<file path="src/rtl/apb_mig_master.sv">
// rtl/apb_mig_master.sv - single-outstanding APB4 requester toward the APB-to-MIG slave
module apb_mig_master #(
  parameter int ADDR_W  = 32,
  parameter int DATA_W  = 32,
  parameter int TIMEOUT = 256
) (
  input  logic                pclk_i,
  input  logic                preset_n,
  input  logic                req_valid_i,
  output logic                req_ready_o,
  input  logic [ADDR_W-1:0]   req_addr_i,
  input  logic                req_write_i,
  input  logic [DATA_W-1:0]   req_wdata_i,
  input  logic [DATA_W/8-1:0] req_strb_i,
  output logic                rsp_valid_o,
  input  logic                rsp_ready_i,
  output logic [DATA_W-1:0]   rsp_rdata_o,
  output logic                rsp_slverr_o,
  output logic                rsp_timeout_o,
  output logic [ADDR_W-1:0]   paddr_o,
  output logic [DATA_W-1:0]   pwdata_o,
  output logic                pwrite_o,
  output logic                psel_o,
  output logic                penable_o,
  output logic [DATA_W/8-1:0] pstrb_o,
  input  logic [DATA_W-1:0]   prdata_i,
  input  logic                pready_i,
  input  logic                pslverr_i
);

  localparam int STRB_W = DATA_W / 8;
  // A disabled timeout still gets a 1-bit counter so the declaration stays legal.
  localparam int CNT_W = (TIMEOUT > 0) ? $clog2(TIMEOUT + 1) : 1;
  localparam logic [CNT_W-1:0] CNT_LAST = CNT_W'((TIMEOUT > 0) ? TIMEOUT - 1 : 0);

  typedef enum logic [1:0] {IDLE, SETUP, ACCESS, RESP} state_t;

  state_t state, state_next;

  logic [ADDR_W-1:0] addr_q;
  logic              write_q;
  logic [DATA_W-1:0] wdata_q;
  logic [STRB_W-1:0] strb_q;
  logic [CNT_W-1:0]  cnt_q;
  logic [DATA_W-1:0] rdata_q;
  logic              slverr_q;
  logic              timeout_q;
  logic              req_fire;
  logic              timeout_hit;

  assign req_fire    = req_valid_i && req_ready_o;
  assign timeout_hit = (TIMEOUT != 0) && (cnt_q == CNT_LAST);

  always_ff @(posedge pclk_i or negedge preset_n) begin
    if (!preset_n) state <= IDLE;
    else           state <= state_next;
  end

  always_comb begin
    state_next  = state;
    req_ready_o = 1'b0;
    psel_o      = 1'b0;
    penable_o   = 1'b0;
    rsp_valid_o = 1'b0;
    case (state)
      IDLE: begin
        req_ready_o = 1'b1;
        if (req_valid_i) state_next = SETUP;
      end
      SETUP: begin
        psel_o     = 1'b1;
        state_next = ACCESS;
      end
      ACCESS: begin
        psel_o    = 1'b1;
        penable_o = 1'b1;
        if (pready_i || timeout_hit) state_next = RESP;
      end
      RESP: begin
        rsp_valid_o = 1'b1;
        if (rsp_ready_i) state_next = IDLE;
      end
      default: state_next = IDLE;
    endcase
  end

  always_ff @(posedge pclk_i or negedge preset_n) begin
    if (!preset_n) begin
      addr_q    <= '0;
      write_q   <= 1'b0;
      wdata_q   <= '0;
      strb_q    <= '0;
      cnt_q     <= '0;
      rdata_q   <= '0;
      slverr_q  <= 1'b0;
      timeout_q <= 1'b0;
    end else begin
      if (req_fire) begin
        addr_q  <= req_addr_i;
        write_q <= req_write_i;
        wdata_q <= req_wdata_i;
        strb_q  <= req_strb_i;
      end
      if (state == SETUP) cnt_q <= '0;
      // A completing slave wins over an expiring timeout in the same cycle.
      if (state == ACCESS) begin
        if (pready_i) begin
          rdata_q   <= write_q ? '0 : prdata_i;
          slverr_q  <= pslverr_i;
          timeout_q <= 1'b0;
        end else if (timeout_hit) begin
          rdata_q   <= '0;
          slverr_q  <= 1'b1;
          timeout_q <= 1'b1;
        end else begin
          cnt_q <= cnt_q + CNT_W'(1);
        end
      end
    end
  end

  assign paddr_o       = addr_q;
  assign pwrite_o      = write_q;
  assign pwdata_o      = wdata_q;
  assign pstrb_o       = write_q ? strb_q : '0;
  assign rsp_rdata_o   = rdata_q;
  assign rsp_slverr_o  = slverr_q;
  assign rsp_timeout_o = timeout_q;

endmodule

</file>
<file path="config.mk">
export PLATFORM = sky130hd
export DESIGN_NAME = apb_mig_master
export DESIGN_NICKNAME = d
export VERILOG_FILES = /design/src/rtl/apb_mig_master.sv
export SDC_FILE = /design/constraint.sdc
export NUM_CORES = 1
export LEC_CHECK = 0
export CAP_MARGIN = 20
export CORE_ASPECT_RATIO = 1.25
export CORE_MARGIN = 2
export CORE_UTILIZATION = 42
export CTS_CLUSTER_SIZE = 20
export DETAILED_ROUTE_END_ITERATION = 6
export PLACE_DENSITY = 0.79
export SYNTH_ARGS = -nofsm -noshare
export SYNTH_HDL_FRONTEND = slang
export SYNTH_SLANG_ARGS = --single-unit
export TNS_END_PERCENT = 100
</file>
<file path="constraint.sdc">
create_clock -name pclk_i -period 2.2 [get_ports pclk_i]
set_input_delay 0.33 -clock pclk_i [delete_from_list [all_inputs] [get_ports pclk_i]]
set_output_delay 0.33 -clock pclk_i [all_outputs]
set_load 0.03 [all_outputs]
</file>
# == After elaboration in Yosys (flattened, before gate mapping) ==
# Cells that the tools add are included.
# op_classes
add_sub_neg,1
n_eq_ne,7
mux,19
n_reduce_logical,7
# ops
operator,count
$mux W32,3
$mux W9,4
$add A9 B1 Y9 const B,1
$eq A9 B8 Y1 const B,1
$pmux W2 S4,1
$mux W1,7
$mux W2,3
$ne A2 B2 Y1 const B,3
$eq A2 B2 Y1 const B,2
$mux W4,1
$reduce_and A3 Y1,1
$eq A2 B1 Y1 const B,1
$logic_not A2 Y1,1
$reduce_and A2 Y1,1
$reduce_bool A2 Y1,1
$reduce_or A2 Y1,1
$logic_and A1 B1 Y1,1
$logic_or A1 B1 Y1,1
# word_totals
reg_bits,114
input_bits,107
out_inout_bits,107
wordCells,43

# == Logic depth before layout (Yosys ltp) ==
# Gate-level depths: netlist of the first run.
# logic_depth
depth_word,5
mapped_depth,6

# == Worst setup path before layout of the first run ==
# OpenSTA, ideal clock, no wires.
# synth_path
kind,flip-flop to flip-flop
from,register state[0]
to,register cnt_q[7]
arrival_time_ps,1796
slack_ps,314
stages_incl_launch_ff,7
n_path_buf,0
cell_sequence,dfrtp_1 inv_1 ha_1 nor2b_4 o21ai_2 or4_1 o221ai_1
# synth_between
elab_chain_cells,5
# synth_rtl
element,line,rtl
"start, declared",38,"state_t state, state_next;"
"start signal, assigned",56,else state <= state_next;
$eq A2 B1 Y1,104,if (state == SETUP) cnt_q <= '0;
$mux W9,104,
$mux W9,111,end else if (timeout_hit) begin
$mux W9,107,if (pready_i) begin
$mux W9 (*),106,if (state == ACCESS) begin
"end signal, assigned",116,cnt_q <= cnt_q + CNT_W'(1);
"end, declared",44,logic [CNT_W-1:0] cnt_q;
# Every way passes the cells marked *; elsewhere a longest branch is shown, timed or not.
# A chain may end at the register's enable or synchronous reset.

# == Worst setup path after layout of the first run ==
# layout_path
from,register state[1]
to,output rsp_valid_o
# layout_between
elab_chain_cells,2
# layout_rtl
element,line,rtl
$eq A2 B2 Y1,65,case (state)
$mux W1,65,
"end, declared",15,"output logic rsp_valid_o,"
# No other way between the ends.

==> key figures, run 1 <==
Logic synthesis
  • Seq/Total Area, Yosys: between 50 and 60%
  • Syn Inst Count: around 340
  • Syn. warnings: 0
  • Synth top cells by count: dfrtp_1, mux2_2, a21o_1, and4b_1, clkbuf_1
  • Post-synth ARST share: 100%
  • Flops & latches, synth: 114
  • Dominant synthesized flop cell: dfrtp_1
  • Distinct cells, synth: 37
  • Avg Cell Area, Syn: between 10 and 15 µm²
  • Count leader, synth: dfrtp_1
  • Area share of the largest cell type after synthesis: between 50% and 60%
  • Top cells by area in the synthesized netlist: dfrtp_1, mux2_2, and4b_1
  • Post-Syn Area: around 4800 µm²
  • Synth Net Count: 452
  • Leading area contributor after synthesis: dfrtp_1
  • Number of synthesized flops with an enable pin: 0

Placement
  • GP Congestion: 0.790
  • PortBufs: 213
  • Detailed placement HPWL: 9.14 mm

Clocking
  • CTS Buffer Depth: 2
  • CTS Buf Count: 17
  • Post-CTS setup buffer count: 0
  • H-tree depth: 4
  • Num Clock Sinks: roughly 110
  • Clock Latency Late Sink: 410 ps
  • Root buf cell: clkbuf_16
  • CTS clk-pin slew, worst paths: 50 ps
  • CTS tree: built

Critical path
  • CP Launch Type: register
  • Worst Setup SP: state[1]$_DFFE_PN0P_
  • WP data required: 1870 ps
  • CP Cell Sequence: ha_1, clkdlybuf4s50_1
  • CP max FO: 4
  • Worst EP arrival: ~1800 ps
  • Critical path's slowest cell: clkdlybuf4s50_1
  • Crit path kind: reg -> out
  • Critical Path Max Stage Delay: around 700 ps
  • CP endpoint kind: output port
  • FF-to-FF Start: state[0]$_DFFE_PN0P_

Power and ir drop
  • Power share of the clock group: 22.5%
  • Leak Pwr: between 3 and 4 nW
  • Sw frac: 37.7%
  • Max rail drop VDD: 0.925 mV
  • Sequential Power Share: 28.3%
  • Comb pwr share: 49.2%
  • Pwr Density: 1640 nW/µm²
  • Psw: 4.80 mW
  • Internal power: 7.94 mW
  • Pwr Total: 12.7 mW

Cells and area
  • NumNets Final: 676
  • # fillers: 788
  • Share of cells above drive strength 1: a little over a fifth
  • Core Util, Final: between 60% and 70%
  • Antenna cell count: 0
  • Area grow syn2layout: 62.0%

Timing
  • Final period util: between 90% and 100%
  • Rel. slew slack: 74.9%
  • FMAX: 481 MHz
  • Final Slew Violations: 0
  • Worst-margin pin slew: 375 ps
  • Fin crit period: 2080 ps
  • Final setup viols: 0
  • Final hold slack: 385 ps
  • RSZ-0062 raised after global routing: no
  • Final Hold Viols: 0
  • Final TNS setup: 0 ps
  • Worst Skew: 10.8 ps

GRT
  • Vias in the first global route: just under 4,000
  • Grt ovf: 0
  • Largest net degree at the start of global routing: 54
  • GRT Overall Usage: around a fifth
  • Global-route wire length before repair: 19.7 mm
  • Initial antenna violation count: 0

Floorplanning
  • Die H: 123 µm
  • Chip width: 99.6 µm
  • IO Pins: 214
  • Die ar.: 12,300 µm²
  • Starting Density: 43.0%
  • Row count: 43
  • Core area: 11,100 µm²

Routing
  • 1st-iter DRT viols: just over 80
  • Post-detailed-route count of antenna-violating nets: 0
  • DR WL/cell: 17.5 µm
  • DRT Wirelength: roughly 12 mm
  • Via Count: between 3,000 and 4,000
  • Via density per instance: approximately 5.1
  • First-pass detailed-route iteration total: 4
  • DR DRC count: 0

Status
  • Outcome: completed

Run
  • # Max-Cap Violations: 0

Worst hold path
  • Min-delay worst type: in -> async
[cells in the final DEF, fill, tap and decap left out, types with 2 or more instances in the layout]
master / count
a21o_1: 32
a21oi_1: 8
and2_1: 4
and3_1: 2
and4b_1: 32
buf_12: 3
buf_4: 11
bufinv_16: 4
clkbuf_1: 3
clkbuf_16: 17
clkbuf_8: 2
clkdlybuf4s50_1: 209
clkinv_2: 4
dfrtp_1: 114
dlygate4sd2_1: 2
ha_1: 6
inv_1: 7
mux2_2: 69
mux2i_1: 3
nand2_1: 6
nand2b_1: 3
nand3_1: 3
nand4_1: 2
nor2_1: 4
o21ai_0: 4
o21ai_2: 2
[layout make-up]
| class | count | area (µm²) | area share, % |
|---|---|---|---|
| Clock inverter | 10 | 156 | 2.01 |
| Tap cell | 135 | 169 | 2.18 |
| Sequential cell | 114 | 2850 | 36.7 |
| Timing Repair Buffer | 226 | 2260 | 29.1 |
| Multi-Input combinational cell | 197 | 1830 | 23.6 |
| Inverter | 7 | 26.3 | 0.338 |
| Clock buffer | 22 | 464 | 5.98 |
[worst max-delay path: cells and delay by family (launching register included)]
| kind | cells | cell delay (ps) |
|---|---|---|
| buffers and inverters | 1 | 700 |
| DFF | 1 | 400 |
| adders and majority gates | 1 | 240 |
[flip-flops by register name, indices dropped and copies added (netlist names), 2 cells and up]
| signal | count |
|---|---|
| strb_q | 4 |
| cnt_q | 9 |
| paddr_o | 32 |
| rsp_rdata_o | 32 |
| state | 2 |
| pwdata_o | 32 |
[cell families after synthesis]
kind of cell / share of synthesized area, %
adder cells (fa/ha/maj): 1.57
buffers and inverters: 2.38
multiplexers: 17.1
AND/OR/NAND/NOR: 10.9
flip-flops: 59.5
AO/OA/AOI/OAI: 8.48
[power groups by stage]
stage	logic (mW)	clock network [mW]	registers (mW)
3_5_place_dp	6.34	0	3.64
3_3_place_gp	6.24	0	3.58
6_report	6.27	2.87	3.61
5_1_grt	6.60	3.01	3.74
4_1_cts	6.35	2.93	3.62
2_1_floorplan	1.88	0	5.35
[worst paths after layout]
kind                                               end  slack (ps)  depth (start not counted)
max in group asynchronous      paddr_o[21]$_DFFE_PN0P_        1220                          3
min in group pclk_i        rsp_rdata_o[25]$_DFFE_PN0P_         470                          1
max reg2reg                         cnt_q[5]$_DFF_PN0_         260                          6
max                                        rsp_valid_o         120                          2
min reg2reg                rsp_rdata_o[25]$_DFFE_PN0P_         470                          1
min                               state[1]$_DFFE_PN0P_         380                          2
[per-layer routing]
metal	vias to the layer above	wire length [µm]	part of all wire, %	track usage, %
met5	-	0	0	0
met3	18	929	7.5	6.84
li1	1687	-	-	-
met4	0	182	1.5	8.48
met1	1803	4660	37	23.6
met2	143	6670	54	36.5
[timing repair]
action | 4_1_cts | 5_1_grt
gates resized for setup | 2 | 0
setup endpoints to repair | 2 | 0
hold buffers | 1 | 0
endpoints found under the hold margin | 22 | 0
[per-stage QoR]
stage | setup slack, ps | instances | cell area [µm²]
6_report | 122 | 711 | 7760
5_1_grt | 55.9 | 711 | 7760
4_1_cts | 93.5 | 711 | 7760
3_5_place_dp | 275 | 678 | 7140
3_3_place_gp | 342 | 678 | 7140
2_1_floorplan | 314 | 339 | 4790
No activity file was read; power rests on OpenSTA's default activity.
==> inputs of run 2 (changes only) <==
Settings changed: CAP_MARGIN 20 to default.
==> results of run 2 <==
Same layout as run 1: the final DEF is identical, and so are final timing and power.
